### config.mk
export PLATFORM = sky130hd
export DESIGN_NAME = timing_decoder
export DESIGN_NICKNAME = d
export VERILOG_FILES = /design/src/rtl/timing_decoder.sv
export SDC_FILE = /design/constraint.sdc
export NUM_CORES = 1
export LEC_CHECK = 0
export BUFFER_PORTS_ARGS = -buffer_cell sky130_fd_sc_hd__buf_2
export CORE_ASPECT_RATIO = 0.75
export CORE_MARGIN = 2
export CORE_UTILIZATION = 45
export DETAILED_ROUTE_END_ITERATION = 10
export GPL_TIMING_DRIVEN = 1
export PLACE_DENSITY_LB_ADDON = 0.3
export SYNTH_ARGS = -nofsm -noshare
export SYNTH_HDL_FRONTEND = slang
export SYNTH_SLANG_ARGS = --single-unit
### constraint.sdc
create_clock -name clk -period 6.24 [get_ports clk]
set_clock_uncertainty 0.15 [all_clocks]
set_input_delay 1.248 -clock clk [delete_from_list [all_inputs] [get_ports clk]]
set_output_delay 1.248 -clock clk [all_outputs]
set_load 0.05 [all_outputs]
### src/rtl/timing_decoder.sv
// Receive-side timing bus decoder: reconstructs bit time / phase, tracks lock, flags sequence errors.
// Optional macro TIMING_DECODER_PHASE_CHECK_EN: include phase in the successor check.
module timing_decoder #(
  parameter int unsigned LOCK_COUNT     = 3,
  parameter int unsigned ERR_CNT_W      = 8,
  parameter int unsigned STROBE_TIMEOUT = 16
) (
  input  logic                 clk,
  input  logic                 rst,
  input  logic                 tim_valid,
  input  logic [6:0]           g_in,
  input  logic                 a_in,
  input  logic [2:0]           p_in,
  input  logic                 clr_err,
  output logic [3:0]           bit_time,
  output logic [1:0]           phase,
  output logic                 locked,
  output logic                 frame_start,
  output logic                 seq_err,
  output logic [ERR_CNT_W-1:0] err_count
);

  localparam int unsigned BT_W   = 4;
  localparam int unsigned PH_W   = 2;
  localparam int unsigned MCNT_W = 4;
  localparam int unsigned ICNT_W = 8;
  localparam logic [BT_W-1:0] BT_LAST = BT_W'(13);

  typedef enum logic [1:0] {
    HUNT   = 2'd0,
    SYNC   = 2'd1,
    LOCKED = 2'd2
  } state_t;

  state_t                state_q;
  logic [BT_W-1:0]       exp_bt_q;
  logic [PH_W-1:0]       exp_ph_q;
  logic [MCNT_W-1:0]     mcnt_q;
  logic [ICNT_W-1:0]     icnt_q;
  logic [BT_W-1:0]       bit_time_q;
  logic [PH_W-1:0]       phase_q;
  logic                  locked_q;
  logic                  frame_start_q;
  logic                  seq_err_q;
  logic [ERR_CNT_W-1:0]  err_count_q;

  logic [2:0]            g_idx;
  logic                  legal_c;
  logic [BT_W-1:0]       samp_bt;
  logic [PH_W-1:0]       samp_ph;
  logic [BT_W-1:0]       succ_bt;
  logic [PH_W-1:0]       succ_ph;
  logic                  match_c;
  logic [MCNT_W-1:0]     mcnt_inc;
  logic [ICNT_W-1:0]     icnt_inc;
  logic                  lock_reached_c;
  logic                  timeout_c;
  logic                  err_det_c;

  // Sample decode: bit time = 2*k + half-select, phase = one-hot index
  always_comb begin
    g_idx = 3'd0;
    for (int k = 0; k < 7; k++) begin
      if (g_in[k]) g_idx = 3'(k);
    end
    legal_c = $onehot(g_in) && $onehot(p_in);
    samp_bt = {g_idx, a_in};
    if (p_in[2])      samp_ph = PH_W'(2);
    else if (p_in[1]) samp_ph = PH_W'(1);
    else              samp_ph = PH_W'(0);
  end

  // Legal successor of the stored sample; bit time 13 wraps and advances phase C->A
  always_comb begin
    succ_bt = exp_bt_q + BT_W'(1);
    succ_ph = exp_ph_q;
    if (exp_bt_q == BT_LAST) begin
      succ_bt = '0;
      succ_ph = (exp_ph_q == PH_W'(2)) ? PH_W'(0) : exp_ph_q + PH_W'(1);
    end
`ifdef TIMING_DECODER_PHASE_CHECK_EN
    match_c = (samp_bt == succ_bt) && (samp_ph == succ_ph);
`else
    match_c = (samp_bt == succ_bt);
`endif
  end

  always_comb begin
    mcnt_inc       = mcnt_q + MCNT_W'(1);
    icnt_inc       = icnt_q + ICNT_W'(1);
    lock_reached_c = (mcnt_inc == MCNT_W'(LOCK_COUNT));
    timeout_c      = !tim_valid && (icnt_inc == ICNT_W'(STROBE_TIMEOUT));
    err_det_c      = (state_q == LOCKED) &&
                     ((tim_valid && !(legal_c && match_c)) || timeout_c);
  end

  // Lock FSM with registered outputs
  always_ff @(posedge clk) begin
    if (rst) begin
      state_q       <= HUNT;
      exp_bt_q      <= '0;
      exp_ph_q      <= '0;
      mcnt_q        <= '0;
      icnt_q        <= '0;
      bit_time_q    <= '0;
      phase_q       <= '0;
      locked_q      <= 1'b0;
      frame_start_q <= 1'b0;
      seq_err_q     <= 1'b0;
      err_count_q   <= '0;
    end else begin
      frame_start_q <= 1'b0;
      seq_err_q     <= err_det_c;

      if (clr_err)
        err_count_q <= ERR_CNT_W'(err_det_c);
      else if (err_det_c && (err_count_q != {ERR_CNT_W{1'b1}}))
        err_count_q <= err_count_q + ERR_CNT_W'(1);

      case (state_q)
        HUNT: begin
          if (tim_valid && legal_c) begin
            exp_bt_q <= samp_bt;
            exp_ph_q <= samp_ph;
            mcnt_q   <= MCNT_W'(1);
            if (LOCK_COUNT == 1) begin
              state_q    <= LOCKED;
              locked_q   <= 1'b1;
              bit_time_q <= samp_bt;
              phase_q    <= samp_ph;
              icnt_q     <= '0;
            end else begin
              state_q <= SYNC;
            end
          end
        end

        SYNC: begin
          if (tim_valid) begin
            if (!legal_c) begin
              state_q <= HUNT;
              mcnt_q  <= '0;
            end else begin
              exp_bt_q <= samp_bt;
              exp_ph_q <= samp_ph;
              if (match_c) begin
                mcnt_q <= mcnt_inc;
                if (lock_reached_c) begin
                  state_q    <= LOCKED;
                  locked_q   <= 1'b1;
                  bit_time_q <= samp_bt;
                  phase_q    <= samp_ph;
                  icnt_q     <= '0;
                end
              end else begin
                mcnt_q <= MCNT_W'(1);
              end
            end
          end
        end

        LOCKED: begin
          if (tim_valid) begin
            icnt_q <= '0;
            if (legal_c && match_c) begin
              exp_bt_q      <= samp_bt;
              exp_ph_q      <= samp_ph;
              bit_time_q    <= samp_bt;
              phase_q       <= samp_ph;
              frame_start_q <= (samp_bt == '0);
            end else if (legal_c) begin
              // Legal but out of sequence: restart acquisition from this sample
              exp_bt_q <= samp_bt;
              exp_ph_q <= samp_ph;
              mcnt_q   <= MCNT_W'(1);
              state_q  <= SYNC;
              locked_q <= 1'b0;
            end else begin
              mcnt_q   <= '0;
              state_q  <= HUNT;
              locked_q <= 1'b0;
            end
          end else if (timeout_c) begin
            icnt_q   <= '0;
            mcnt_q   <= '0;
            state_q  <= HUNT;
            locked_q <= 1'b0;
          end else begin
            icnt_q <= icnt_inc;
          end
        end

        default: begin
          state_q  <= HUNT;
          locked_q <= 1'b0;
          mcnt_q   <= '0;
          icnt_q   <= '0;
        end
      endcase
    end
  end

  assign bit_time    = bit_time_q;
  assign phase       = phase_q;
  assign locked      = locked_q;
  assign frame_start = frame_start_q;
  assign seq_err     = seq_err_q;
  assign err_count   = err_count_q;

endmodule
==> impl_metrics.ini, run 1 <==
[outcome]
run_status = finished clean

[setup_path]
crit_path_slowest_cell = sky130_fd_sc_hd__fa_1
ff2ff_setup_slack_ps = 3370
path_cells = buf_2 > inv_1 > fa_1 > fa_1 > fa_1 > inv_1 > fa_1 > nor2_1 > and3_1 > nand2_1 > or3_1 > o31ai_1 > buf_4 > nor2b_1 > mux2i_1
worstSetupPathType = in -> reg
crit_path_frequent_cell = sky130_fd_sc_hd__fa_1
cp_slowest_stage_delay_ps = 520
r2r_cells = 7
critical_path.startpoint = g_in[1]
path_depth = 15
start_kind = input pin
critical_path_required_ps = 6310
critPathArrivalTime_ps = 4920
worstPathBufferInverterCount = 4
critical_path.max_fanout = 11
crit_end_category = flip-flop
timing.critical_path.max_delay_family = adder cells
reg2reg_from = icnt_q[0]

[clock_tree]
cts_buffers = 5
clock_pin_slew_on_the_worst_setup_and_hold_paths_ps = 70
cts_repair_resize_count = 0
holdBufCountCts = 0
clock_tree.buffer_depth = 2
worstSkewPairLatency_ps = 290
htree_num_levels = 2
clock-root-buffer = sky130_fd_sc_hd__clkbuf_8
cts.sinks = 35
cts_tree = yes
postCtsSetupRepairBufs = 0

[logic_synthesis]
yosys-top-cells-area = sky130_fd_sc_hd__dfxtp_1 30%, sky130_fd_sc_hd__mux2i_1 5.9%, sky130_fd_sc_hd__nor2_1 4.7%
yosys.cell_count.top_type = sky130_fd_sc_hd__dfxtp_1
edff_count_synth = 0
synthesis.yosys.warnings = 0
yosysTopAreaCell = sky130_fd_sc_hd__dfxtp_1
synth_top_cells_by_count = 35 x sky130_fd_sc_hd__dfxtp_1, 30 x sky130_fd_sc_hd__nor2_1, 23 x sky130_fd_sc_hd__inv_1
postSynth.topFlopCell = sky130_fd_sc_hd__dfxtp_1
syn-cell-area_mm2 = 0.00237
syn_inst = 281
postSynthAreaPerCell_um2 = 8.45
ys_async_sr_fraction = 0
yosysSeqAreaShare = 0.295
ys_ff_latch = 35
netlist-cell-type-count = 64
syn_nets = 309
yosysTopAreaCellShare = 0.295

[die]
die_h_um = 66.9
design.core.area_mm2 = 0.00498
initial_utilization = 0.477
num_io_pins = 32
die-area_mm2 = 0.00588
die_width_um = 87.9
placementRows = 22

[route]
vias_per_cell = 5.75
wire_per_inst_um = 14.1
drt_pass1_iterations = 4
dr_total_vias = 2208
drtIter0Drc = 122
drt.antenna.violating_nets = 0
postRouteWirelength_mm = 5.43
remaining_drc_errors = 0

[place]
gp_routability_congestion = 0.859
number_of_input_and_output_port_buffers_inserted = 31
preCtsSetupSlack_ps = 1140
place.detailed.hpwl_mm = 4.03

[final_layout]
num_antenna_cells = 0
final-seq-area_um2 = 701
total_area_of_multi_input_combinational_cells_mm2 = 0.00154
synthToLayoutAreaGrowth_pct = 13.0
share_of_post_route_cells_with_drive_strength_above_1 = 0.173
nNetsFinal = 339
fillerInstances = 474

[timing]
hold_viol_final = 0
fmaxAchievable_ghz = 0.206
timing.final.crit_period_ps = 4850
layout_setup_ws_ps = 1390
slew_viol_final = 0
count_of_final_setup_violators = 0
timing.final.crit_share = 0.777
finalSetupTns_ps = 0
grt_setup_unrepaired = false
tightestPinTransition_ps = 1140
timing.max_slew.rel_slack = 0.231

[global_routing]
global_route_congestion_overflow_total = 0
grt_antenna_before_repair = 0
gr-usage-all-layers = 0.196
grt_pass1_wl_mm = 9.11
first_global_vias = 1979
grt_max_degree = 27

[power_and_ir_drop]
power_leakage_nw = 1.00
powerDensity_mw_per_mm2 = 179
peak_ir_drop_on_the_vdd_network_mv = 0.0970

[min_path]
class_of_the_tightest_hold_or_removal_check = reg -> reg
min_from = locked
min_path_cells = 2

[job]
timing.max_cap.violations = 0
-- metal layers --
layer | global-route usage | share of wire | vias to the layer above
li1 | - | - | 1095
met4 | 0.0615 | 0.011 | 0
met5 | 0 | 0 | -
met1 | 0.273 | 0.51 | 1053
met3 | 0.0458 | 0.056 | 6
met2 | 0.298 | 0.43 | 54
-- area by class of cell --
type                    instances  area share
repair buffers                 32      0.0606
inverters                      25      0.0350
clock buffers                   8      0.0373
well taps                      72      0.0336
flip-flops and latches         35       0.261
multi-input cells             212       0.572
-- stage by stage --
step	area, um^2	instances	power [mW]	utilization	hold WS (ps)
after global routing	2680	384	0.499	0.538	342
after CTS	2680	384	0.482	0.538	320
after global placement	2580	376	0.300	0.518	310
final	2680	384	0.480	0.538	318
after floorplan	2370	281	0.282	-	345
after detailed placement	2580	376	0.301	0.518	302
-- final timing paths --
path                              endpoint
worst max register to register  state_q[1]
worst min-delay path                locked
worst min register to register      locked
worst max-delay path                locked
-- cell usage in the layout, fill, tap and decap left out, drive strengths merged, types with 4 or more instances in the layout --
master | synthesis | final
o31ai | 5 | 5
o21ai | 12 | 12
a31oi | 4 | 4
buf | 4 | 32
nand2b | 5 | 5
or3 | 8 | 8
mux2i | 14 | 14
fa | 5 | 5
a21oi | 11 | 11
nand3 | 10 | 10
nand4 | 4 | 4
a311oi | 4 | 4
inv | 24 | 24
clkbuf | 5 | 8
nor3 | 10 | 10
or2 | 4 | 4
and3 | 6 | 6
nand2 | 16 | 16
ha | 8 | 8
dfxtp | 35 | 35
nor2 | 30 | 30
o21a | 4 | 4
-- power breakdown --
part	internal, mW	switching [mW]
clock network	0.101	0.0820
logic	0.0264	0.0411
registers	0.226	0.00377
-- state kept, by name, summed over array words and instances (netlist names) --
signal / cells
seq_err: 1
state_q: 2
phase: 2
exp_bt_q: 4
mcnt_q: 4
err_count: 8
frame_start: 1
icnt_q: 8
locked: 1
bit_time: 4
-- worst min-delay path: stages, from the launching register on --
cell                      delay, ps
sky130_fd_sc_hd__dfxtp_1        310
sky130_fd_sc_hd__nand2_1         50
sky130_fd_sc_hd__mux2i_1         50
-- cells by family after synthesis --
group,synth area share
flops,0.295
mux,0.0685
buf+inv,0.0585
fa+ha+maj,0.0843
simple gates,0.253
xor+xnor,0.0111
compound gates,0.230
Note: power is estimated with default switching activity, not from simulation.
==> inputs of run 2 (changes only) <==
Clock period 6.24 ns to 4.1 ns, I/O delays scaled along.
==> impl_metrics.ini, run 2 (synthesis gave the netlist of run 1 again) <==
[clock_tree]
holdBufCountCts = 0
htree_num_levels = 2
clock_tree.buffer_depth = 2
cts.sinks = 35
clock_pin_slew_on_the_worst_setup_and_hold_paths_ps = 80
cts_tree = yes
cts_buffers = 5
worstSkewPairLatency_ps = 290
clock-root-buffer = sky130_fd_sc_hd__clkbuf_8

[die]
num_io_pins = 32
initial_utilization = 0.477
placementRows = 22
design.core.area_mm2 = 0.00498
die_width_um = 87.9
die_h_um = 66.9
die-area_mm2 = 0.00588

[route]
dr_total_vias = 2305
wire_per_inst_um = 14.2
remaining_drc_errors = 0
postRouteWirelength_mm = 5.77
drt.antenna.violating_nets = 0
drt_pass1_iterations = 4
routed_met2_length_mm = 2.67
wl_met1_mm = 2.85
drtIter0Drc = 118
met3_length_um = 184
vias_per_cell = 5.66
highest_layer = met4

[min_path]
class_of_the_tightest_hold_or_removal_check = reg -> reg
min_path_cells = 2

[final_layout]
synthToLayoutAreaGrowth_pct = 24.9
final_common_cell = sky130_fd_sc_hd__dfxtp_1
share_of_post_route_cells_with_drive_strength_above_1 = 0.278
fillerInstances = 440
final_area_mm2 = 0.00297
layoutNonFillerInstCount = 407
final-seq-area_um2 = 701
nNetsFinal = 362
final_cell_mix = 35 x sky130_fd_sc_hd__dfxtp_1, 31 x sky130_fd_sc_hd__buf_2, 29 x sky130_fd_sc_hd__nor2_1, 20 x sky130_fd_sc_hd__inv_1, 20 x sky130_fd_sc_hd__buf_4
num_antenna_cells = 0
final_util = 0.595
total_area_of_multi_input_combinational_cells_mm2 = 0.00162

[place]
dpl.cell_count = 395
number_of_input_and_output_port_buffers_inserted = 31
place.detailed.hpwl_mm = 4.10
gp_routability_congestion = 0.883
preCtsSetupSlack_ps = -410
placedInstanceArea_mm2 = 0.00275

[setup_path]
crit_end_category = flip-flop
critPathArrivalTime_ps = 4120
critical_path_required_ps = 4110
r2r_cells = 9
ff2ff_setup_slack_ps = 1160
worstSetupPathType = in -> reg
start_kind = input pin
critical_path.max_fanout = 4

[timing]
timing.final.crit_period_ps = 4110
grt_setup_unrepaired = true
tightestPinTransition_ps = 689
layout_setup_ws_ps = -6.07
timing.max_slew.rel_slack = 0.534
hold_viol_final = 0
fmaxAchievable_ghz = 0.244
slew_viol_final = 0
timing.final.crit_share = 1.00
whs_ps = 338
count_of_final_setup_violators = 1
finalSetupTns_ps = -6.07

[outcome]
failed_checks = setup timing
run_status = finished, violations left

[global_routing]
gr-usage-all-layers = 0.208
grt_max_degree = 27
grt_antenna_before_repair = 0
global_route_congestion_overflow_total = 0
first_global_vias = 2152
grt_pass1_wl_mm = 9.74

[power_and_ir_drop]
peak_ir_drop_on_the_vdd_network_mv = 0.190
report.power.total_mw = 0.733
power_leakage_nw = 1.13
powerDensity_mw_per_mm2 = 247

[job]
timing.max_cap.violations = 0
-- run 2: changes by cell type in the layout (fill, tap and decap cells not counted), moves of 2 or more --
cell,before,now
sky130_fd_sc_hd__buf_4,1,20
sky130_fd_sc_hd__inv_1,23,20
sky130_fd_sc_hd__buf_6,0,2
sky130_fd_sc_hd__clkbuf_8,7,5
sky130_fd_sc_hd__clkinvlp_4,0,2
sky130_fd_sc_hd__inv_2,1,3
-- run 2: cell type report --
cell class | count | area share
clock buffer | 5 | 0.0232
clock inverter | 3 | 0.00675
inverter | 25 | 0.0342
timing repair buffer | 55 | 0.122
tap | 72 | 0.0304
multi-input combinational | 212 | 0.547
sequential | 35 | 0.236
-- run 2: routing by layer --
metal / GRT usage / vias to the layer above
met3: 0.0384 / 6
met2: 0.337 / 50
li1: - / 1144
met5: 0 / -
met1: 0.286 / 1105
met4: 0.0481 / 0
-- run 2: worst max-delay path, cell delays in order --
cell and delay [ps]:
sky130_fd_sc_hd__buf_8 80, sky130_fd_sc_hd__inv_8 20, sky130_fd_sc_hd__fa_1 540, sky130_fd_sc_hd__fa_1 440, sky130_fd_sc_hd__fa_2 350, sky130_fd_sc_hd__inv_2 60, sky130_fd_sc_hd__fa_1 410, sky130_fd_sc_hd__nor2_2 110
sky130_fd_sc_hd__and3_4 210, sky130_fd_sc_hd__nand2_4 50, sky130_fd_sc_hd__or3_4 380, sky130_fd_sc_hd__o31ai_4 220, sky130_fd_sc_hd__buf_6 140, sky130_fd_sc_hd__buf_12 90, sky130_fd_sc_hd__o21a_1 110, sky130_fd_sc_hd__o32ai_1 80
-- run 2: what timing repair did --
item                       CTS  global route
setup buffers                1             2
setup endpoints to repair    7            20
pin swaps                    4             2
gates resized for setup     12             9
cloned                       1             0
-- run 2: path summary, 6_finish.rpt --
check,startpoint,to
worst max-delay path,g_in[0],icnt_q[4]
worst min-delay path,locked,locked
worst max register to register,icnt_q[0],mcnt_q[1]
worst min register to register,locked,locked
-- run 2: power by group --
| group | switching, mW | internal, mW | total, mW |
|---|---|---|---|
| sequential | 0.00565 | 0.343 | 0.349 |
| combinational | 0.0718 | 0.0596 | 0.131 |
| clock | 0.135 | 0.118 | 0.253 |
==> inputs of run 3 (changes only) <==
Settings changed: BUFFER_PORTS_ARGS -buffer_cell sky130_fd_sc_hd__buf_2 to -buffer_cell sky130_fd_sc_hd__buf_4.
==> impl_metrics.ini, run 3 (synthesis gave the netlist of run 1 again) <==
[timing]
grt_setup_unrepaired = true
timing.final.crit_share = 0.991
hold_viol_final = 0
tightestPinTransition_ps = 697
fmaxAchievable_ghz = 0.246
whs_ps = 360
finalSetupTns_ps = 0
timing.final.crit_period_ps = 4060
layout_setup_ws_ps = 37.9
timing.max_slew.rel_slack = 0.529
count_of_final_setup_violators = 0
slew_viol_final = 0

[route]
remaining_drc_errors = 0
postRouteWirelength_mm = 5.50
drt_pass1_iterations = 4
drt.antenna.violating_nets = 0
wire_per_inst_um = 13.7
dr_total_vias = 2254
drtIter0Drc = 118
vias_per_cell = 5.61

[clock_tree]
worstSkewPairLatency_ps = 300
clock_tree.buffer_depth = 2
htree_num_levels = 2
clock_pin_slew_on_the_worst_setup_and_hold_paths_ps = 80
cts_buffers = 5
cts_tree = yes
clock-root-buffer = sky130_fd_sc_hd__clkbuf_8
cts.sinks = 35

[final_layout]
share_of_post_route_cells_with_drive_strength_above_1 = 0.255
final_cell_mix = 48 x sky130_fd_sc_hd__buf_4, 35 x sky130_fd_sc_hd__dfxtp_1, 29 x sky130_fd_sc_hd__nor2_1, 20 x sky130_fd_sc_hd__inv_1, 15 x sky130_fd_sc_hd__nand2_1
layoutNonFillerInstCount = 402
num_antenna_cells = 0
nNetsFinal = 357
synthToLayoutAreaGrowth_pct = 26.1
final_area_mm2 = 0.00300
final_util = 0.601
final_common_cell = sky130_fd_sc_hd__buf_4

[place]
number_of_input_and_output_port_buffers_inserted = 31
placedInstanceArea_mm2 = 0.00280
preCtsSetupSlack_ps = -329
place.detailed.hpwl_mm = 4.12
gp_routability_congestion = 0.849
dpl.cell_count = 392

[die]
num_io_pins = 32
die_h_um = 66.9
die-area_mm2 = 0.00588
placementRows = 22
initial_utilization = 0.477
design.core.area_mm2 = 0.00498
die_width_um = 87.9

[power_and_ir_drop]
peak_ir_drop_on_the_vdd_network_mv = 0.168
powerDensity_mw_per_mm2 = 286
power_leakage_nw = 1.13
report.power.total_mw = 0.855

[min_path]
class_of_the_tightest_hold_or_removal_check = reg -> reg
timing.hold.worst_endpoint = err_count[4]
min_path_cells = 2
min_from = err_count[4]

[setup_path]
rr_endpoint = mcnt_q[1]
timing.critical_path.max_delay_family = adder cells
critical_path_required_ps = 4180
worstSetupPathType = in -> reg
reg2reg_from = icnt_q[0]
cp_slowest_stage_delay_ps = 540
worstPathBufferInverterCount = 4
r2r_cells = 9
critPathArrivalTime_ps = 4140
path_cells = buf_8 > inv_8 > fa_1 > fa_1 > fa_2 > inv_2 > fa_1 > nor2_2 > and3_4 > nand2_4 > or3_1 > o31ai_1 > buf_4 > nor2b_4 > mux2i_1
critical_path.max_fanout = 8
ff2ff_setup_slack_ps = 1170
crit_end_category = flip-flop
start_kind = input pin
crit_path_frequent_cell = sky130_fd_sc_hd__fa_1
crit_path_slowest_cell = sky130_fd_sc_hd__fa_1

[job]
timing.max_cap.violations = 0

[global_routing]
global_route_congestion_overflow_total = 0
grt_max_degree = 27
gr-usage-all-layers = 0.206
first_global_vias = 2132
grt_antenna_before_repair = 0
grt_pass1_wl_mm = 9.63

[outcome]
run_status = finished clean
==> run 3: cell types whose count changed in the layout (fill, tap and decap cells not counted), sizes merged <==
cell / before / now
clkinv: 2 / 1
bufinv: 0 / 2
buf: 55 / 50
clkinvlp: 2 / 1
==> run 3: timing repair <==
action / CTS / global route
setup endpoints to repair: 1 / 20
hold buffers: 0 / 0
endpoints found under the hold margin: 0 / 0
resized for setup: 2 / 10
pin swaps: 0 / 2
buffers inserted: 0 / 2
==> run 3: worst max-delay path by stage <==
| stage | startpoint | end | depth (start not counted) | slack [ps] |
|---|---|---|---|---|
| 2_1_floorplan | g_in[0] | icnt_q[4] | 14 | -110 |
| 3_3_place_gp | g_in[0] | locked | 15 | -290 |
| 3_5_place_dp | g_in[0] | locked | 15 | -330 |
| 4_1_cts | g_in[0] | locked | 15 | 30 |
| 5_1_grt | g_in[0] | mcnt_q[1] | 15 | -110 |
| 6_report | g_in[0] | locked | 15 | 40 |
==> run 3: per-layer routing <==
| metal | vias up | part of all wire | track usage |
|---|---|---|---|
| li1 | 1129 | - | - |
| met1 | 1066 | 0.49 | 0.285 |
| met2 | 54 | 0.45 | 0.329 |
| met3 | 5 | 0.044 | 0.0384 |
| met4 | 0 | 0.0093 | 0.0500 |
| met5 | - | 0 | 0 |
==> run 3: layout make-up <==
| cell class | instances | area (um^2) |
|---|---|---|
| timing repair buffer | 50 | 387 |
| clock buffer | 5 | 68.8 |
| clock inverter | 3 | 67.6 |
| tap | 72 | 90.1 |
| fill | 442 | 1990 |
| inverter | 25 | 101 |
| multi-input combinational | 212 | 1580 |
| sequential | 35 | 701 |
==> run 3: power breakdown <==
part,internal [mW],switching [mW]
Clock,0.243,0.138
Combinational,0.0573,0.0684
Sequential,0.343,0.00581
Total,0.643,0.212
==> run 3: worst min-delay path: stages, from the launching register on <==
cell                      delay [ps]
sky130_fd_sc_hd__dfxtp_1         340
sky130_fd_sc_hd__o21ai_0          80
sky130_fd_sc_hd__a21oi_1          60
